$ cat src/rtl/signed_bcd_conv_if.sv
// rtl/signed_bcd_conv_if.sv - sign type and handshake/result interface for the signed BCD converter
package signed_bcd_pkg;
    // Sign indicator: TEN lights the minus segment, OFF blanks it.
    typedef enum logic {
        OFF = 1'b0,
        TEN = 1'b1
    } sgmnt_e;
endpackage

interface signed_bcd_conv_if #(
    parameter int DW = 8,
    parameter int ND = 3
);
    import signed_bcd_pkg::*;

    logic            i_start;
    logic [DW-1:0]   i_data;
    logic            o_busy;
    logic            o_done;
    logic [4*ND-1:0] o_bcd;
    sgmnt_e          o_sign;
    logic            o_ovf;

    modport master (
        output i_start, i_data,
        input  o_busy, o_done, o_bcd, o_sign, o_ovf
    );

    modport slave (
        input  i_start, i_data,
        output o_busy, o_done, o_bcd, o_sign, o_ovf
    );
endinterface

$ cat src/rtl/signed_bcd_conv.sv
// rtl/signed_bcd_conv.sv - signed two's-complement to sign + BCD magnitude converter (double dabble)
module signed_bcd_conv
    import signed_bcd_pkg::*;
#(
    parameter int DW = 8,
    parameter int ND = 3
) (
    input logic              i_clk,
    input logic              i_rst,
    signed_bcd_conv_if.slave bus
);
    localparam int CW = $clog2(DW + 1);
    localparam int BW = 4 * ND;

    typedef enum logic [1:0] {
        IDLE,
        CONV,
        DONE
    } state_e;

    state_e          r_state;
    logic [CW-1:0]   r_cnt;
    logic [DW-1:0]   r_mag;
    logic [BW-1:0]   r_work;
    logic            r_ovf_acc;
    logic            r_neg;
    logic            r_busy;
    logic            r_done;
    logic [BW-1:0]   r_bcd;
    sgmnt_e          r_sign;
    logic            r_ovf;

    logic [DW-1:0]   w_mag_in;
    logic [BW-1:0]   w_adj;
    logic [BW-1:0]   w_next_work;
    logic [DW-1:0]   w_next_mag;
    logic            w_top;

    // Negation in DW bits: the most-negative value maps onto 2^(DW-1), which
    // still fits because the magnitude is treated as unsigned.
    assign w_mag_in = bus.i_data[DW-1] ? ((~bus.i_data) + DW'(1)) : bus.i_data;

    // Add-3 correction on every digit that would reach 10 or more after doubling.
    always_comb begin
        w_adj = r_work;
        for (int d = 0; d < ND; d++) begin
            if (r_work[4*d +: 4] >= 4'd5) begin
                w_adj[4*d +: 4] = r_work[4*d +: 4] + 4'd3;
            end
        end
    end

    // One-bit shift of {bcd, magnitude}; the bit leaving the top digit is a
    // carry into a digit we do not keep, so it marks overflow.
    assign w_top       = w_adj[BW-1];
    assign w_next_work = {w_adj[BW-2:0], r_mag[DW-1]};
    assign w_next_mag  = {r_mag[DW-2:0], 1'b0};

    // Control FSM with registered status and result outputs.
    always_ff @(posedge i_clk) begin
        if (i_rst) begin
            r_state   <= IDLE;
            r_cnt     <= '0;
            r_mag     <= '0;
            r_work    <= '0;
            r_ovf_acc <= 1'b0;
            r_neg     <= 1'b0;
            r_busy    <= 1'b0;
            r_done    <= 1'b0;
            r_bcd     <= '0;
            r_sign    <= OFF;
            r_ovf     <= 1'b0;
        end else begin
            r_done <= 1'b0;
            case (r_state)
                IDLE, DONE: begin
                    if (bus.i_start) begin
                        r_state   <= CONV;
                        r_busy    <= 1'b1;
                        r_mag     <= w_mag_in;
                        r_neg     <= bus.i_data[DW-1];
                        r_work    <= '0;
                        r_ovf_acc <= 1'b0;
                        r_cnt     <= '0;
                    end else begin
                        r_state <= IDLE;
                        r_busy  <= 1'b0;
                    end
                end
                CONV: begin
                    r_mag     <= w_next_mag;
                    r_work    <= w_next_work;
                    r_ovf_acc <= r_ovf_acc | w_top;
                    if (r_cnt == CW'(DW - 1)) begin
                        r_state <= DONE;
                        r_busy  <= 1'b0;
                        r_done  <= 1'b1;
                        r_cnt   <= '0;
                        r_bcd   <= w_next_work;
                        r_ovf   <= r_ovf_acc | w_top;
                        r_sign  <= r_neg ? TEN : OFF;
                    end else begin
                        r_cnt <= r_cnt + CW'(1);
                    end
                end
                default: begin
                    r_state <= IDLE;
                    r_busy  <= 1'b0;
                end
            endcase
        end
    end

    assign bus.o_busy = r_busy;
    assign bus.o_done = r_done;
    assign bus.o_bcd  = r_bcd;
    assign bus.o_sign = r_sign;
    assign bus.o_ovf  = r_ovf;
endmodule

$ cat src/flat_wrapper.sv
// flat-port wrapper written by rule: the top's interface ports become plain ports
module signed_bcd_conv_flat import signed_bcd_pkg::*;
#(
    parameter int DW = 8,
    parameter int ND = 3
)
  (i_clk, i_rst, bus_i_start, bus_i_data, bus_o_busy, bus_o_done, bus_o_bcd, bus_o_sign, bus_o_ovf);
  signed_bcd_conv_if #(.DW(DW), .ND(ND)) bus_i ();
  input logic i_clk;
  input logic i_rst;
  input wire logic [$bits(bus_i.i_start)-1:0] bus_i_start;
  input wire logic [$bits(bus_i.i_data)-1:0] bus_i_data;
  output wire logic [$bits(bus_i.o_busy)-1:0] bus_o_busy;
  output wire logic [$bits(bus_i.o_done)-1:0] bus_o_done;
  output wire logic [$bits(bus_i.o_bcd)-1:0] bus_o_bcd;
  output wire logic [$bits(bus_i.o_sign)-1:0] bus_o_sign;
  output wire logic [$bits(bus_i.o_ovf)-1:0] bus_o_ovf;
  assign bus_i.i_start = bus_i_start;
  assign bus_i.i_data = bus_i_data;
  assign bus_o_busy = bus_i.o_busy;
  assign bus_o_done = bus_i.o_done;
  assign bus_o_bcd = bus_i.o_bcd;
  assign bus_o_sign = bus_i.o_sign;
  assign bus_o_ovf = bus_i.o_ovf;
  signed_bcd_conv #(.DW(DW), .ND(ND)) u_core (.i_clk(i_clk), .i_rst(i_rst), .bus(bus_i));
endmodule
$ cat config.mk
export PLATFORM = sky130hd
export DESIGN_NAME = signed_bcd_conv_flat
export DESIGN_NICKNAME = d
export VERILOG_FILES = /design/src/rtl/signed_bcd_conv_if.sv /design/src/rtl/signed_bcd_conv.sv /design/src/flat_wrapper.sv
export SDC_FILE = /design/constraint.sdc
export NUM_CORES = 1
export LEC_CHECK = 0
export CELL_PAD_IN_SITES_DETAIL_PLACEMENT = 1
export CELL_PAD_IN_SITES_GLOBAL_PLACEMENT = 1
export CORE_ASPECT_RATIO = 1.25
export CORE_MARGIN = 10
export CORE_UTILIZATION = 40
export DETAILED_ROUTE_END_ITERATION = 8
export HOLD_SLACK_MARGIN = 0.08
export MAX_ROUTING_LAYER = met4
export PLACE_DENSITY = 0.82
export SETUP_SLACK_MARGIN = 0.3
export SYNTH_ARGS = -nofsm -noshare
export SYNTH_HDL_FRONTEND = slang
export SYNTH_SLANG_ARGS = --single-unit
$ cat constraint.sdc
create_clock -name i_clk -period 1.8 [get_ports i_clk]
set_input_delay 0.36 -clock i_clk [delete_from_list [all_inputs] [get_ports i_clk]]
set_output_delay 0.36 -clock i_clk [all_outputs]
set_load 0.02 [all_outputs]
==> summary.md, run 1 <==
| Metric | Value |
|---|---|
| Status | `completed` |
| Htree depth | `2` |
| Slowest cell on crit path | `dfxtp_4` |
| Setup crit start kind | `flop` |
| Via count | `1,953` |
| Worst-Skew Late Latency | `0.29 ns` |
| Synth Instances | `243` |
| Row cnt | `29` |
| Post-DP HPWL | `4040 microns` |
| Syn-to-layout area delta | `38.5%` |
| Kind of cell adding the most delay to the critical path | `simple AND/OR/NAND/NOR gates` |
| Fin cells | `350` |
| Placeable Area | `5040 sq um` |
| Post-synth EDFFs | `0` |
| RSZ-0062 raised after global routing | `yes` |
| Dpl cells | `332` |
| Max_slew headroom | `76.8%` |
| Vias per cell | `5.58` |
| Post-synthesis cell type count | `37` |
| Final Critical Period | `1.47 ns` |
| CP endpoint kind | `flop` |
| Post-synthesis net count | `262` |
| CTS tree | `built` |
| Worst-Margin Slew | `0.345 ns` |
| Post-Syn Area | `2060 sq um` |
| Final number of hold-violating endpoints | `0` |
| Worst Hold Class | `reg2reg` |
| Chip width | `84.2 microns` |
| Seq/Total Area, Yosys | `41.8%` |
| Fin nets | `306` |
| Mean post-synth cell area | `8.47 sq um` |
| # DRC | `0` |
| Clk_skew | `0.00713 ns` |
| Clk pin slew, worst setup/hold paths | `0.08 ns` |
| Initial antenna violation count | `0` |
| Post-route ant nets | `0` |
| Vias in the first global route | `2,114` |
| Fmax | `678 MHz` |
| CP max stage delay | `0.38 ns` |
| CP Class | `reg2reg` |
| Die Y | `100 microns` |
| Layout cell share with drive strength beyond 1 | `28.1%` |
| # IOs | `27` |
| GRT Residual Overflow | `0` |
| Post-synth ARST share | `0%` |
| Final period utilization | `81.9%` |
| 1st-iter DRT viols | `88` |
| Data required time of the worst path | `1.98 ns` |
| Pwr Density | `665 nW/um^2` |
| Final Max Tran Viols | `0` |
| Commonest cells after routing, fill and taps aside | `dfxtp_1 (36), buf_4 (22), nor2_1 (20), dlygate4sd2_1 (20), a21oi_1 (17)` |
| Initial core utilization | `40.8%` |
| GRT Total Usage | `14.3%` |
| Num CTS Buffers | `5` |
| Crit path arrival time | `1.65 ns` |
| Die area | `8430 sq um` |
| Cells along the critical path | `ha_4, and3b_1, nand2_1, nor3_1, nor3_1` |
| TNS Setup | `0 ns` |
| Clock Path Buffers | `2` |
| Yosys reg bits | `43` |
| Max-Cap Viols | `0` |
| IO buf count | `26` |
| Top cell by count, worst path | `nor3_1` |
| Top FF cell, synth | `dfxtp_1` |
| Largest net degree at the start of global routing | `46` |
| CP max FO | `6` |
| Warning count from the yosys run | `0` |
| Sinks on Clock Net | `43` |
| Crit path buffers/inverters | `0` |
| VDD IR max | `0.000318 V` |
| Pleak | `1.11 nW` |
| First-pass GRT wire length | `9870 microns` |
| CTS Root Cell | `clkbuf_8` |
| Routed wire length | `6120 microns` |
| Final setup violation count | `0` |
| Placer Congestion | `0.762` |
| Drt pass-1 iters | `4` |
| Diode count | `0` |
| Commonest non-fill, non-tap cell in the layout | `dfxtp_1` |
| Post-DR wirelength/cell | `17.5 microns` |
worst paths after layout:
check	start	end	slack [ns]	cells after the start
setup reg to reg	u_core.r_cnt[0]$_SDFFE_PP0P_	u_core.bus.o_bcd[4]$_SDFFE_PP0P_	0.33	5
hold reg to reg	u_core.r_neg$_SDFFE_PP0P_	u_core.bus.o_sign$_SDFFE_PP0P_	0.46	2
setup / recovery	u_core.r_cnt[0]$_SDFFE_PP0P_	u_core.bus.o_bcd[4]$_SDFFE_PP0P_	0.33	5
hold / removal	u_core.r_neg$_SDFFE_PP0P_	u_core.bus.o_sign$_SDFFE_PP0P_	0.46	2
kinds of logic (layout without fill, tap and decap cells):
family,after synthesis,in the layout,synth area share [%]
buf+inv,25,70,4.86
mux,6,6,3.16
fa+ha+maj,8,8,4.86
compound gates,62,62,18.4
flops,43,43,41.8
xor+xnor,7,7,2.98
simple gates,92,92,23.9
layout make-up:
cell class | count | area [sq um]
Fill cell | 588 | 2190
Multi-Input combinational cell | 175 | 1300
Sequential cell | 43 | 877
Timing Repair Buffer | 51 | 449
Clock buffer | 8 | 100
Tap cell | 62 | 77.6
Inverter | 11 | 43.8
cells in the mapped netlist, types with 2 or more instances:
cell	number	area share, %
inv_1	11	2.0
xnor2_1	6	2.6
nor2b_1	2	0.61
nand3_1	5	1.2
nand4b_1	4	1.7
a21oi_1	21	5.1
nor3b_1	6	2.2
nand2_1	14	2.6
mux2_2	4	2.2
mux2i_1	2	0.97
nor3_1	14	3.4
o21ai_0	12	2.9
or3_1	5	1.5
and2_1	2	0.61
nor2_1	21	3.8
o31ai_1	3	1.1
nand2b_1	13	4.0
buf_2	5	1.2
dfxtp_1	43	42
clkbuf_1	9	1.6
o22ai_1	9	2.7
ha_1	8	4.9
a211o_1	2	0.85
a22oi_1	7	2.6
a211oi_1	3	1.1
worst reg2reg max path: stages (launching register included):
cell and delay [ns]:
dfxtp_4 0.38, ha_4 0.15, and3b_1 0.18, nand2_1 0.19, nor3_1 0.39, nor3_1 0.07
per-stage QoR:
step	hold slack [ns]	util (%)	worst slack, ns	power [mW]	instance area (sq um)
after floorplan	0.432	-	0.313	1.12	2060
after global placement	0.439	49.1	-0.0704	1.22	2470
after detailed placement	0.445	49.1	-0.114	1.23	2470
after CTS	0.464	53.7	0.250	1.91	2710
after global routing	0.489	56.5	0.262	1.97	2850
final	0.458	56.5	0.326	1.89	2850
flip-flops by register name, indices dropped and copies added (netlist names):
signal             flops
u_core.bus.o_bcd      12
u_core.bus.o_done      1
u_core.bus.o_ovf       1
u_core.bus.o_sign      1
u_core.r_cnt           4
u_core.r_mag           8
u_core.r_neg           1
u_core.r_ovf_acc       1
u_core.r_state         2
u_core.r_work         12
layer usage:
metal / track usage, % / wire length, microns / part of all wire [%] / vias up
met5: - / 0 / 0 / -
met4: 4.52 / 110 / 1.8 / 0
met3: 3.24 / 198 / 3.2 / 12
met2: 27.8 / 3400 / 56 / 33
met1: 13.4 / 2410 / 39 / 958
li1: - / - / - / 950
where the power goes:
part           internal [mW]  leakage [nW]  total (mW)  switching [mW]
Clock                  0.351        0.0515       0.680           0.329
Sequential             0.968         0.353       0.985          0.0168
Combinational          0.106         0.710       0.230           0.124
repair_timing:
action,CTS,global route
buffers inserted,5,5
pin swaps,8,6
hold buffers,0,0
endpoints found under the setup margin,38,31
resized for setup,55,33
Power figures use the tool's default switching activity.
==> run 2: changes to the inputs <==
- clock period: 1.8 -> 1.5 ns (I/O delays scaled with it)
==> summary.md, run 2 (synthesis gave the netlist of run 1 again) <==
| Metric | Value |
|---|---|
| Max_slew headroom | `72.2% (-4.6 points)` |
| Worst Hold Class | `in2reg` |
| Post-DP HPWL | `4420 microns (+9.5%)` |
| Pwr Density | `691 nW/um^2 (+4.0%)` |
| GRT Residual Overflow | `0 (unchanged)` |
| Drt pass-1 iters | `4 (unchanged)` |
| CTS tree | `built` |
| Commonest cells after routing, fill and taps aside | `buf_4 (41), dfxtp_1 (29), buf_2 (15), buf_6 (13)` |
| Status | `complete, but fails checks` |
| Largest net degree at the start of global routing | `14 (-70%)` |
| Initial antenna violation count | `0 (unchanged)` |
| Num CTS Buffers | `5 (unchanged)` |
| Htree depth | `2 (unchanged)` |
| Final number of hold-violating endpoints | `0 (unchanged)` |
| Initial core utilization | `40.8% (unchanged)` |
| Clk_skew | `0.00808 ns (+0.000949 ns)` |
| Placer Congestion | `0.768 (+0.79%)` |
| Via count | `2,397 (+23%)` |
| Slowest cell on crit path | `dfxtp_2` |
| Cells along the critical path | `inv_4, ha_4, nand2b_4, a21oi_4, mux2_4, o22ai_1` |
| Vias in the first global route | `2,494 (+18%)` |
| Sinks on Clock Net | `43 (unchanged)` |
| Data required time of the worst path | `1.73 ns (-0.25 ns)` |
| CP max FO | `4 (-2)` |
| Routed wire length | `11,100 microns (+82%)` |
| RSZ-0062 raised after global routing | `yes` |
| Fmax | `643 MHz (-5.3%)` |
| Worst-Skew Late Latency | `0.31 ns (+0.02 ns)` |
| # IOs | `27 (unchanged)` |
| Clock Path Buffers | `2 (unchanged)` |
| Diode count | `0 (unchanged)` |
| Max-Cap Viols | `0 (unchanged)` |
| Pleak | `1.42 nW (+28%)` |
| Chip width | `84.2 microns (unchanged)` |
| Commonest non-fill, non-tap cell in the layout | `buf_4` |
| Final period utilization | `104% (+22 points)` |
| Final Max Tran Viols | `0 (unchanged)` |
| Setup crit start kind | `flop` |
| Final Critical Period | `1.56 ns (+0.0820 ns)` |
| Worst-Margin Slew | `0.414 ns (+0.0687 ns)` |
| Vias per cell | `6.18 (+11%)` |
| VDD IR max | `0.000562 V (+77%)` |
| First-pass GRT wire length | `13,400 microns (+36%)` |
| CP Class | `reg2reg` |
| Hold buffers post-CTS | `0 (unchanged)` |
| # DRC | `0 (unchanged)` |
| Layout cell share with drive strength beyond 1 | `64.7% (+37 points)` |
| CP max stage delay | `0.39 ns (about the same)` |
| Post-route ant nets | `0 (unchanged)` |
| Syn-to-layout area delta | `83.3%` |
| GRT Total Usage | `20.5% (+6.2 points)` |
| Placeable Area | `5040 sq um (unchanged)` |
| CP endpoint kind | `flop` |
| Layout filler cell count | `464 (-21%)` |
| Post-DR wirelength/cell | `28.7 microns (+64%)` |
| Crit path arrival time | `1.79 ns (+0.14 ns)` |
| Die area | `8430 sq um (unchanged)` |
| IO buf count | `26 (unchanged)` |
| Hold_ws | `0.390 ns (-0.0688 ns)` |
| Dpl cells | `342 (+3.0%)` |
| Crit path buffers/inverters | `1 (+1)` |
| Kind of cell adding the most delay to the critical path | `flip-flops` |
| Row cnt | `29 (unchanged)` |
| Final worst slack | `-0.0562 ns (-0.382 ns)` |
| Fin nets | `344 (+12%)` |
| Clk pin slew, worst setup/hold paths | `0.09 ns (about the same)` |
| Fin cells | `388 (+11%)` |
| CTS Root Cell | `clkbuf_8` |
| Final setup violation count | `5 (+5)` |
| TNS Setup | `-0.123 ns (-0.123 ns)` |
| Failing checks | `negative setup slack` |
| 1st-iter DRT viols | `172 (+95%)` |
| Die Y | `100 microns (unchanged)` |
## run 2: changes by cell type in the layout (fill, tap and decap cells not counted), moves of 6 or more
cell | previous run | this run
a21oi_2 | 3 | 12
inv_4 | 1 | 7
o21ai_0 | 7 | 1
buf_2 | 0 | 15
a21oi_1 | 17 | 4
dfxtp_1 | 36 | 29
nor3_1 | 14 | 6
buf_4 | 22 | 41
a22oi_2 | 0 | 6
buf_6 | 1 | 13
dlygate4sd2_1 | 20 | 3
nor2_1 | 20 | 12
a22oi_1 | 7 | 1
## run 2: routing by layer
metal / up-vias / track usage [%] / wire [microns]
met5: - / - / 0
met4: 0 / 11.1 / 498
met3: 40 / 3.81 / 526
met2: 109 / 36.4 / 5810
met1: 1213 / 20.9 / 4280
li1: 1035 / - / -
## run 2: what timing repair did
item                                    4_1_cts  5_1_grt
gates resized for setup                     147       86
pin swaps                                    31       36
cloned                                        2        1
setup buffers                                19       16
endpoints found under the setup margin       55       46
## run 2: layout make-up
type / instances / area [sq um] / area share [%]
Clock buffer: 8 / 100 / 2.65
Inverter: 11 / 58.8 / 1.56
Multi-Input combinational cell: 176 / 1820 / 48.1
Sequential cell: 43 / 893 / 23.7
Tap cell: 62 / 77.6 / 2.06
Timing Repair Buffer: 88 / 827 / 21.9
## run 2: path summary, 6_finish.rpt
| kind | start | end | slack, ns | depth (start not counted) |
|---|---|---|---|---|
| worst max register to register | u_core.r_work[1]$_SDFFE_PP0P_ | u_core.bus.o_bcd[2]$_SDFFE_PP0P_ | -0.06 | 6 |
| worst max-delay path | u_core.r_work[1]$_SDFFE_PP0P_ | u_core.bus.o_bcd[2]$_SDFFE_PP0P_ | -0.06 | 6 |
| worst min-delay path | bus_i_data[4] | u_core.r_mag[4]$_SDFFE_PP0P_ | 0.39 | 4 |
| worst min register to register | u_core.r_neg$_SDFFE_PP0P_ | u_core.bus.o_sign$_SDFFE_PP0P_ | 0.51 | 2 |
## run 2: through the flow
step	power [mW]	area (sq um)	util, %	worst slack [ns]
finish	2.61	3770	74.8	-0.0562
global placement	1.50	2750	54.6	-0.271
floorplan	1.37	2280	-	0.185
global route	2.66	3770	74.8	-0.131
detailed placement	1.50	2750	54.6	-0.302
CTS	2.40	3260	64.6	0.0715
## run 2: power breakdown
group / internal [mW] / total [mW] / switching [mW]
combinational: 0.253 / 0.541 / 0.288
sequential: 1.16 / 1.19 / 0.0325
clock: 0.422 / 0.876 / 0.454
total: 1.83 / 2.61 / 0.775
## run 2: tightest hold or removal path: stages
cell and delay (ns):
buf_6 0.07, buf_4 0.10, xnor2_1 0.07, o2bb2ai_2 0.12
